--- src/rtl/cmp_pkg.sv ---
// Shared types for the comparator probe engine.
//   scan_state_t : probe FSM states
//   DefaultWidth / DefaultSettle : default operand width and settle interval
//   cmp_flags_t  : {R, G, B} flag bundle returned by the comparator
package cmp_pkg;

    typedef enum logic [1:0] {
        StIdle,
        StSettle,
        StSample,
        StFinish
    } scan_state_t;

    localparam int unsigned DefaultWidth  = 2;
    localparam int unsigned DefaultSettle = 2;

    typedef struct packed {
        logic r;
        logic g;
        logic b;
    } cmp_flags_t;

endpackage

--- src/rtl/cmp_probe_scan.sv ---
// Probe engine driving the `b` operand of the 2-bit comparator/RGB-flag block.
// Steps b through 0..2^WIDTH-1, holds each candidate SETTLE+1 cycles, and
// reports the first candidate for which the comparator flags equality (B low).
//
// Ports:
//   clk, rst        clock, asynchronous active-high reset
//   start           scan request, honoured only when idle
//   R, G, B         comparator flags (B=0 means a == b; R/G are status only)
//   b               candidate driven to the comparator
//   busy, done      scan in progress / one-cycle completion pulse
//   found, value    match flag and matched candidate (0 when no match)
//   rg              {R,G} captured at the deciding probe
//   probes          probe count of the last scan (CMP_PROBE_COUNT_EN only)
//
// Build option: define CMP_PROBE_COUNT_EN to add the probe counter and the
// `probes` output.
module cmp_probe_scan
    import cmp_pkg::*;
#(
    parameter int unsigned WIDTH  = DefaultWidth,
    parameter int unsigned SETTLE = DefaultSettle
) (
    input  logic             clk,
    input  logic             rst,
    input  logic             start,
    input  logic             R,
    input  logic             G,
    input  logic             B,
    output logic [WIDTH-1:0] b,
    output logic             busy,
    output logic             done,
    output logic             found,
    output logic [WIDTH-1:0] value,
    output logic [1:0]       rg
`ifdef CMP_PROBE_COUNT_EN
    ,
    output logic [WIDTH:0]   probes
`endif
);

    localparam int unsigned       CntW    = $clog2(SETTLE + 1);
    localparam logic [CntW-1:0]   CntLast = CntW'(SETTLE - 1);
    localparam logic [WIDTH-1:0]  BLast   = '1;

    scan_state_t      state_q;
    logic [CntW-1:0]  cnt_q;
    logic [WIDTH-1:0] b_q;
    logic [WIDTH-1:0] value_q;
    logic             busy_q;
    logic             done_q;
    logic             found_q;
    logic [1:0]       rg_q;
    cmp_flags_t       flags;

    assign flags = {R, G, B};

`ifdef CMP_PROBE_COUNT_EN
    logic [WIDTH:0] probes_q;
    assign probes = probes_q;
`endif

    always_ff @(posedge clk or posedge rst) begin
        if (rst) begin
            state_q  <= StIdle;
            cnt_q    <= '0;
            b_q      <= '0;
            value_q  <= '0;
            busy_q   <= 1'b0;
            done_q   <= 1'b0;
            found_q  <= 1'b0;
            rg_q     <= '0;
`ifdef CMP_PROBE_COUNT_EN
            probes_q <= '0;
`endif
        end else begin
            unique case (state_q)
                StIdle: begin
                    if (start) begin
                        b_q      <= '0;
                        cnt_q    <= '0;
                        busy_q   <= 1'b1;
                        found_q  <= 1'b0;
                        value_q  <= '0;
                        rg_q     <= '0;
`ifdef CMP_PROBE_COUNT_EN
                        probes_q <= '0;
`endif
                        state_q  <= StSettle;
                    end
                end
                StSettle: begin
                    cnt_q <= cnt_q + 1'b1;
                    // SETTLE cycles here plus the SAMPLE cycle give SETTLE+1 of hold.
                    if (cnt_q == CntLast) begin
                        state_q <= StSample;
                    end
                end
                StSample: begin
`ifdef CMP_PROBE_COUNT_EN
                    probes_q <= probes_q + 1'b1;
`endif
                    if (!flags.b) begin
                        value_q <= b_q;
                        found_q <= 1'b1;
                        rg_q    <= {flags.r, flags.g};
                        done_q  <= 1'b1;
                        state_q <= StFinish;
                    end else if (b_q == BLast) begin
                        value_q <= '0;
                        found_q <= 1'b0;
                        rg_q    <= {flags.r, flags.g};
                        done_q  <= 1'b1;
                        state_q <= StFinish;
                    end else begin
                        b_q     <= b_q + 1'b1;
                        cnt_q   <= '0;
                        state_q <= StSettle;
                    end
                end
                StFinish: begin
                    done_q  <= 1'b0;
                    busy_q  <= 1'b0;
                    state_q <= StIdle;
                end
                default: state_q <= StIdle;
            endcase
        end
    end

    assign b     = b_q;
    assign busy  = busy_q;
    assign done  = done_q;
    assign found = found_q;
    assign value = value_q;
    assign rg    = rg_q;

endmodule
--- config.mk ---
export PLATFORM = sky130hd
export DESIGN_NAME = cmp_probe_scan
export DESIGN_NICKNAME = d
export VERILOG_FILES = /design/src/rtl/cmp_pkg.sv /design/src/rtl/cmp_probe_scan.sv
export SDC_FILE = /design/constraint.sdc
export NUM_CORES = 1
export LEC_CHECK = 0
export CAP_MARGIN = 0
export CORE_MARGIN = 1
export CORE_UTILIZATION = 46
export DETAILED_ROUTE_END_ITERATION = 8
export HOLD_SLACK_MARGIN = 0.1
export PLACE_DENSITY = 0.75
export SYNTH_ARGS = -nofsm -noshare
export SYNTH_HDL_FRONTEND = slang
export SYNTH_SLANG_ARGS = --single-unit
--- constraint.sdc ---
create_clock -name clk -period 1.8 [get_ports clk]
set_input_delay 0.45 -clock clk [delete_from_list [all_inputs] [get_ports clk]]
set_output_delay 0.45 -clock clk [all_outputs]
set_load 0.01 [all_outputs]
Word-level counts from Yosys, hierarchy flattened
Index checks and enable logic that the tools add are counted.
{ "classes": {"n_reduce_logical": 11, "add_sub_neg": 2, "eq_ne": 10, "muxes": 27} }
{ "ops": {"columns": ["op", "count"], "rows": [
  ["$mux 2", 13],
  ["$pmux 2 s2", 3],
  ["$ne 2x2->1 const B", 4],
  ["$pmux 2 s4", 1],
  ["$reduce_and 4->1", 2],
  ["$eq 2x2->1 const B", 3],
  ["$mux 1", 6],
  ["$pmux 1 s2", 3],
  ["$pmux 2 s3", 1],
  ["$reduce_and 2->1", 3],
  ["$reduce_bool 2->1", 3],
  ["$add 2x1->2 const B", 2],
  ["$eq 2x1->1 const B", 2],
  ["$ne 3x3->1 const B", 1],
  ["$reduce_and 3->1", 1],
  ["$reduce_bool 3->1", 1],
  ["$logic_not 2->1", 1]
]} }
{ "totals": {"out_inout_bits": 9, "inputBits": 6, "reg_bits": 13, "wordCells": 58} }

Logic depth before layout (Yosys ltp)
Gate-level depths: netlist (run 1).
{ "logic_depth": {"word_depth": 4, "ltp_mapped": 5, "depth_no_buf": 4} }

Worst setup path after synthesis (run 1)
No wires, ideal clock.
{ "synth_timing": {"path_type": "register to register", "from": "reg b_q[0], in the netlist b[0]", "to": "reg cnt_q[1]", "t_required_ns": 1.679, "setup_slack_ns": 0.368, "path_buffers": 1, "path_stages_with_launch": 6, "setup_ns": 0.121, "synth_period_minus_slack_ns": 1.432, "arrival_time_ns": 1.311, "path_cell_list": "dfrtp_1 ha_1 nand2b_1 buf_6 a21o_1 a22o_1"} }
{ "synth_via": {"elab_chain_len": 3} }
{ "synth_lines": {"columns": ["element", "line", "rtl"], "rows": [
  ["start, declared", "cmp_probe_scan.sv:47", "logic [WIDTH-1:0] b_q;"],
  ["start signal, assigned", "cmp_probe_scan.sv:115", "b_q <= b_q + 1'b1;"],
  ["$eq 2x2->1", "cmp_probe_scan.sv:108", "end else if (b_q == BLast) begin"],
  ["$ne 2x2->1 (no line)", null, null],
  ["$reduce_and 4->1 (no line)", null, null],
  ["end signal, assigned", "cmp_probe_scan.sv:92", "cnt_q <= cnt_q + 1'b1;"],
  ["end, declared", "cmp_probe_scan.sv:46", "logic [CntW-1:0] cnt_q;"]
]} }
Every way passes these cells.
A chain may end at the register's enable or synchronous reset.

Worst setup path in the final report (run 1)
{ "layout_timing": {"from": "reg b_q[0], in the netlist b[0]", "to": "out b[0]"} }
{ "layout_lines": {"columns": ["element", "line", "rtl"], "rows": [
  ["end, declared", "cmp_probe_scan.sv:29", "output logic [WIDTH-1:0] b,"]
]} }
No word-level cell between the ends.

==> results of run 1 <==
[placed cells by master (no fill, tap or decap), drive strengths merged, types with 2 or more instances in the layout]
cell type | netlist | layout
a21o | 4 | 4
a21oi | 4 | 4
a22o | 4 | 4
and4b | 2 | 2
clkbuf | 0 | 4
clkdlybuf4s50 | 0 | 14
dfrtp | 13 | 13
ha | 2 | 2
inv | 3 | 3
nand2 | 4 | 4
nor2 | 2 | 2
nor3 | 2 | 2
o21ai | 4 | 4
o21bai | 2 | 2
[synthesized netlist by cell type]
cell | number | area (sq um)
dfrtp_1 | 13 | 325
a21o_1 | 4 | 30.0
a21oi_1 | 4 | 20.0
a22o_1 | 4 | 35.0
nand2_1 | 4 | 15.0
o21ai_0 | 4 | 20.0
inv_1 | 3 | 11.3
and4b_1 | 2 | 20.0
buf_2 | 2 | 10.0
ha_1 | 2 | 25.0
nor2_1 | 2 | 7.51
and4bb_2 | 1 | 12.5
buf_6 | 1 | 11.3
mux2i_1 | 1 | 10.0
nand2b_1 | 1 | 6.26
nand3_1 | 1 | 5.00
nor3_1 | 1 | 5.00
nor3_2 | 1 | 10.0
o21a_1 | 1 | 7.51
o21bai_1 | 1 | 7.51
o21bai_2 | 1 | 11.3
o2bb2ai_1 | 1 | 8.76
xnor2_1 | 1 | 8.76
[worst max path at each step]
stage | startpoint | endpoint | depth (start not counted)
final | b[0] | b[0] | 1
after global routing | b[0] | b[0] | 1
after CTS | b[0] | b[0] | 1
after detailed placement | B | cnt_q[1] | 4
after global placement | B | cnt_q[1] | 4
after floorplan | b[0] | cnt_q[1] | 5
[area by class of cell]
type                       instances  area (sq um)  share of cell area, %
inverter                           3          11.3                   1.43
clock buffer                       4          26.3                   3.34
timing repair buffer              14           140                   17.8
tap                               14          17.5                   2.23
sequential                        13           325                   41.4
multi-input combinational         37           265                   33.8
[cells by family after synthesis]
group | count (synthesis) | synth area share (%)
compound gates | 20 | 22.5
xor+xnor | 1 | 1.41
fa+ha+maj | 2 | 4.02
buf+inv | 6 | 5.22
flops | 13 | 52.2
mux | 1 | 1.61
simple gates | 13 | 13.1
[registers in the layout (all words and copies together) (netlist names)]
| signal | flops |
|---|---|
| state_q | 2 |
| found | 1 |
| rg | 2 |
| value | 2 |
| busy | 1 |
| cnt_q | 2 |
| done | 1 |
| b | 2 |
[per-stage QoR]
step / util, % / power (W) / instance area (sq um) / setup slack, ns / std cells
finish: 66.2 / 0.00122 / 786 / 0.0653 / 85
floorplan: - / 0.000836 / 623 / 0.368 / 56
detailed placement: 64.0 / 0.00105 / 759 / 0.0415 / 81
CTS: 66.2 / 0.00123 / 786 / 0.0572 / 85
global route: 66.2 / 0.00132 / 786 / 0.00874 / 85
global placement: 64.0 / 0.00103 / 759 / 0.0780 / 81
[power breakdown]
part           internal (W)  switching [W]  total, W  leakage [nW]
logic              0.000294       0.000202  0.000496         0.197
clock network     0.0000859      0.0000941  0.000180        0.0150
registers          0.000407       0.000136  0.000543         0.167
total              0.000787       0.000432   0.00122         0.379
[layer usage]
layer / vias up / track usage (%) / wire length, microns
li1: 230 / - / -
met1: 212 / 26.3 / 562
met2: 17 / 26.3 / 482
met3: 2 / 3.47 / 61
met4: 0 / 10.3 / 12
met5: - / 0 / 0
==> results by group, run 1 <==
Outcome
  • Status: complete, no violations

Drt
  • DRC Markers: 0
  • Vias per cell: approximately 5.4
  • Post-route ant nets: 0
  • First DRT Iteration DRCs: 11
  • Initial DRT Pass Iterations: 4
  • DR vias: about 460
  • Wirelength per Cell: between 10 and 15 microns
  • Total Wirelength: roughly 1100 microns

Floorplan
  • Num rows: 12
  • Core Box Area: ~0.0012 sq mm
  • Die W: 38.8 microns
  • Ports: 15
  • DIE AREA: between 0.0015 and 0.002 sq mm
  • Die Ht: between 30 and 40 microns
  • Initial core utilization: 52.5%

Clock tree
  • CTS Buffer Depth: 2
  • Clock slew at reported path FFs: 0.08 ns
  • Post-cts sizing count: 0
  • Clock latency on the worst-skew pair: between 0.2 and 0.3 ns
  • Setup Fix Bufs, Post-CTS: 0
  • Clk root buf: clkbuf_4
  • H-tree depth: 1
  • Clock Sinks: 13
  • CTS Buf Count: 3
  • CTS tree: yes
  • Post-CTS Hold Buffers: 0

Global route
  • Initial antenna violation count: 0
  • Gr usage total: a little under a fifth
  • First-pass GRT wire length: 1840 microns
  • Largest net degree at the start of global routing: 15
  • Vias in the first global route: 432
  • Total gr overflow: 0

Layout
  • Ant diodes: 0
  • Syn-to-layout area delta: 26.1%
  • Layout cells sized above 1: 8.45%
  • Final Net Count: 80
  • Fill cell count: 97

Timing
  • Unrepaired setup endpoints after global routing: no
  • Worst Tran Pin Value: ~0.5 ns
  • Tcrit/Tclk final: 96.4%
  • Hold Violations, Final: 0
  • Final Slew Violations: 0
  • Worst rel slew slack: 66.5%
  • Setup TNS: 0 ns
  • Setup violations, final: 0
  • Setup Skew: 0.00322 ns
  • Minimum clock period: 1.73 ns
  • Worst hold margin: 0.483 ns
  • Achievable Freq: 0.576 GHz

Critical path
  • Largest delay share family, worst path: buffers and inverters
  • Critical Path Source Type: flip-flop
  • Reg-to-reg setup timing slack: ~0.28 ns
  • CP arrival: 1.28 ns
  • Crit path max fanout: 6
  • Nature of the critical path endpoint: output pin
  • Crit path cell chain: clkdlybuf4s50_1
  • Reg2reg start: b[0]
  • Worst path required time: 1.35 ns
  • Slowest CP cell: clkdlybuf4s50_1
  • Reg2reg path depth: 4
  • Buffers and inverters on the worst path: 1
  • Reg2reg end: cnt_q[1]
  • CP peak stage delay: 0.57 ns
  • Crit path kind: reg -> out

Synthesis
  • Netlist cell types: 23
  • Netlist Area Pre-Place: 623 sq um
  • Seq cells post-synth: 13
  • Gate Count Post-Synth: 56
  • Mapped Avg Cell Area: between 10 and 15 sq um
  • Sequential fraction of the synthesis area: about 52%
  • Ys Warns: 0
  • Syn Nets: 64

Hold path
  • Hold path endpoint: rg[0]
  • Hold/Removal Path Class: reg -> reg
  • HP Start: rg[0]
  • Worst Hold Path Cells: 1

Place
  • Routability cong.: between 0.7 and 0.8
  • HPWL after DPL: 799 microns
  • Port-buffer cells: 14

Pwr
  • P_leak: 0.379 nW
  • VDD IR-drop max: 0.847 mV
  • Power Dens Cells: 1550 mW/mm^2

Job
  • Max Cap Viol: 0
Power figures use the tool's default switching activity.
==> run 2, diff against run 1 <==
Settings changed: CELL_PAD_IN_SITES_DETAIL_PLACEMENT set to 0, CELL_PAD_IN_SITES_GLOBAL_PLACEMENT set to 2, CORE_UTILIZATION 46 to 29, PLACE_DENSITY 0.75 to 0.74, SLEW_MARGIN set to 40.
==> run 2 against run 1 <==
  * Register-to-register slack barely moved
  * Cell count rose by 15%
  * Clock-buffer cell count did not move
  * Routed wire length rose by 5.2%
  * Clock power barely moved
  * Setup slack improved by 0.029 ns
  * Sequential cell count did not move
  * Fmax rose by 1.7%
  * Combinational power barely moved
  * Largest cell class unchanged
==> results by group, run 2 (synthesized netlist as in run 1, its figures left out) <==
Outcome
  • Status: complete, no violations

Layout
  • Syn-to-layout area delta: 28.9%
  • Layout cells sized above 1: 9.86% (+1.4 points)
  • Final Net Count: 80 (unchanged)
  • Most common cell after layout, fill and taps aside: clkdlybuf4s50_1
  • Finished Core Util: 40.5% (-26 points)
  • Ant diodes: 0 (unchanged)
  • Most frequent cells in the layout: 14 x clkdlybuf4s50_1, 12 x dfrtp_1

Pwr
  • PnR Total Power: 0.00122 W (+0.14%)
  • Power Dens Cells: 1520 mW/mm^2 (-2.0%)
  • VDD IR-drop max: 0.691 mV (-18%)
  • P_leak: 0.378 nW (-0.38%)

Drt
  • Wirelength per Cell: 12.0 microns (-8.8%)
  • DR vias: 461 (unchanged)
  • Total Wirelength: 1180 microns (+5.2%)
  • Vias per cell: 4.70 (-13%)
  • Initial DRT Pass Iterations: 2 (-2)
  • Post-route ant nets: 0 (unchanged)
  • First DRT Iteration DRCs: 6 (-5)
  • DRC Markers: 0 (unchanged)

Clock tree
  • CTS Buffer Depth: 2 (unchanged)
  • CTS Buf Count: 3 (unchanged)
  • Post-CTS Hold Buffers: 0 (unchanged)
  • Clk root buf: clkbuf_4
  • Clock latency on the worst-skew pair: 0.27 ns (about the same)
  • Clock slew at reported path FFs: 0.08 ns (about the same)
  • Clock Sinks: 13 (unchanged)
  • CTS tree: yes
  • H-tree depth: 1 (unchanged)

Job
  • Max Cap Viol: 0 (unchanged)

Global route
  • Vias in the first global route: 456 (+5.6%)
  • Initial antenna violation count: 0 (unchanged)
  • Largest net degree at the start of global routing: 15 (unchanged)
  • Met3 global-route usage: 2.83% (-0.64 points)
  • First-pass GRT wire length: 2100 microns (+15%)
  • Met1 Track Usage GR: 15.6% (-11 points)
  • GRT Max-Usage Layer: met2
  • Total gr overflow: 0 (unchanged)
  • Gr usage total: 11.9% (-6.7 points)
  • Met2 usage: 17.6% (-8.6 points)

Floorplan
  • DIE AREA: 0.00234 sq mm (+55%)
  • Die W: 48.4 microns (+25%)
  • Core Box Area: 0.00198 sq mm (+67%)
  • Die Ht: 48.4 microns (+25%)
  • Initial core utilization: 31.4% (-21 points)
  • Ports: 15 (unchanged)
  • Num rows: 16 (+4)

Critical path
  • Critical Path Source Type: flip-flop
  • Crit path cell chain: clkdlybuf4s50_1
  • Buffers and inverters on the worst path: 1 (unchanged)
  • Nature of the critical path endpoint: output pin
  • CP arrival: 1.26 ns (-0.02 ns)
  • Crit path launch: b[1]
  • Worst path required time: 1.35 ns (about the same)
  • Crit path kind: reg -> out
  • CP peak stage delay: 0.56 ns (about the same)
  • Largest delay share family, worst path: buffers and inverters
  • Crit path max fanout: 5 (-1)
  • Slowest CP cell: clkdlybuf4s50_1
  • Reg2reg start: b[0]

Timing
  • Tcrit/Tclk final: 94.8% (-1.6 points)
  • Setup TNS: 0 ns (unchanged)
  • Final worst slack: 0.0943 ns (+0.0290 ns)
  • Unrepaired setup endpoints after global routing: no
  • Achievable Freq: 0.586 GHz (+1.7%)
  • Setup Skew: 0.00270 ns (-0.000517 ns)
  • Minimum clock period: 1.71 ns (-0.0290 ns)
  • Worst Tran Pin Value: 0.510 ns (+0.00860 ns)
  • Final Slew Violations: 0 (unchanged)
  • Hold Violations, Final: 0 (unchanged)
  • Setup violations, final: 0 (unchanged)
  • Worst rel slew slack: 66.0% (-0.57 points)
  • Worst hold margin: 0.481 ns (-0.00216 ns)

Place
  • HPWL after DPL: 871 microns (+9.0%)
  • Dpl ws: 0.0177 ns (-0.0238 ns)
  • Routability cong.: 0.719 (-7.3%)
  • Port-buffer cells: 14 (unchanged)

Hold path
  • HP Start: found
  • Hold/Removal Path Class: reg -> reg
[run 2: changes by cell type in the layout (fill, tap and decap cells not counted)]
cell	change
dfrtp_1	-1
dfrtp_2	+1
[run 2: worst paths after layout]
| path | end | slack [ns] | depth (start not counted) |
|---|---|---|---|
| hold / removal | found | 0.48 | 1 |
| setup reg to reg | cnt_q[1] | 0.27 | 4 |
| hold reg to reg | found | 0.48 | 1 |
| max in group asynchronous | b[0] | 0.93 | 2 |
| min in group asynchronous | rg[1] | 0.50 | 2 |
| setup / recovery | b[1] | 0.09 | 1 |
[run 2: area by class of cell]
| cell class | instances | area, sq um |
|---|---|---|
| clock buffers | 4 | 26.3 |
| fillers | 197 | 1180 |
| inverters | 3 | 11.3 |
| multi-input cells | 37 | 265 |
| flip-flops and latches | 13 | 327 |
| well taps | 27 | 33.8 |
| repair buffers | 14 | 140 |
[run 2: per-layer routing]
layer / wire, microns / vias up / part of all wire (%)
li1: - / 230 / -
met1: 562 / 220 / 48
met2: 566 / 9 / 48
met3: 35 / 2 / 3.0
met4: 12 / 0 / 1.0
met5: 0 / - / 0
[run 2: report_power, final]
group	total [W]	switching, W	internal [W]
Clock	0.000181	0.0000948	0.0000857
Combinational	0.000496	0.000200	0.000296
Sequential	0.000545	0.000137	0.000408
Total	0.00122	0.000431	0.000790
[run 2: what timing repair did]
action                                  CTS  global route
endpoints found under the setup margin    0             1
resized for setup                         0             1
buffers inserted                          0             0
[run 2: stage by stage]
stage / cells / instance area (sq um)
6_report: 98 / 803
5_1_grt: 98 / 803
4_1_cts: 98 / 802
3_5_place_dp: 94 / 776
3_3_place_gp: 94 / 776
2_1_floorplan: 56 / 623
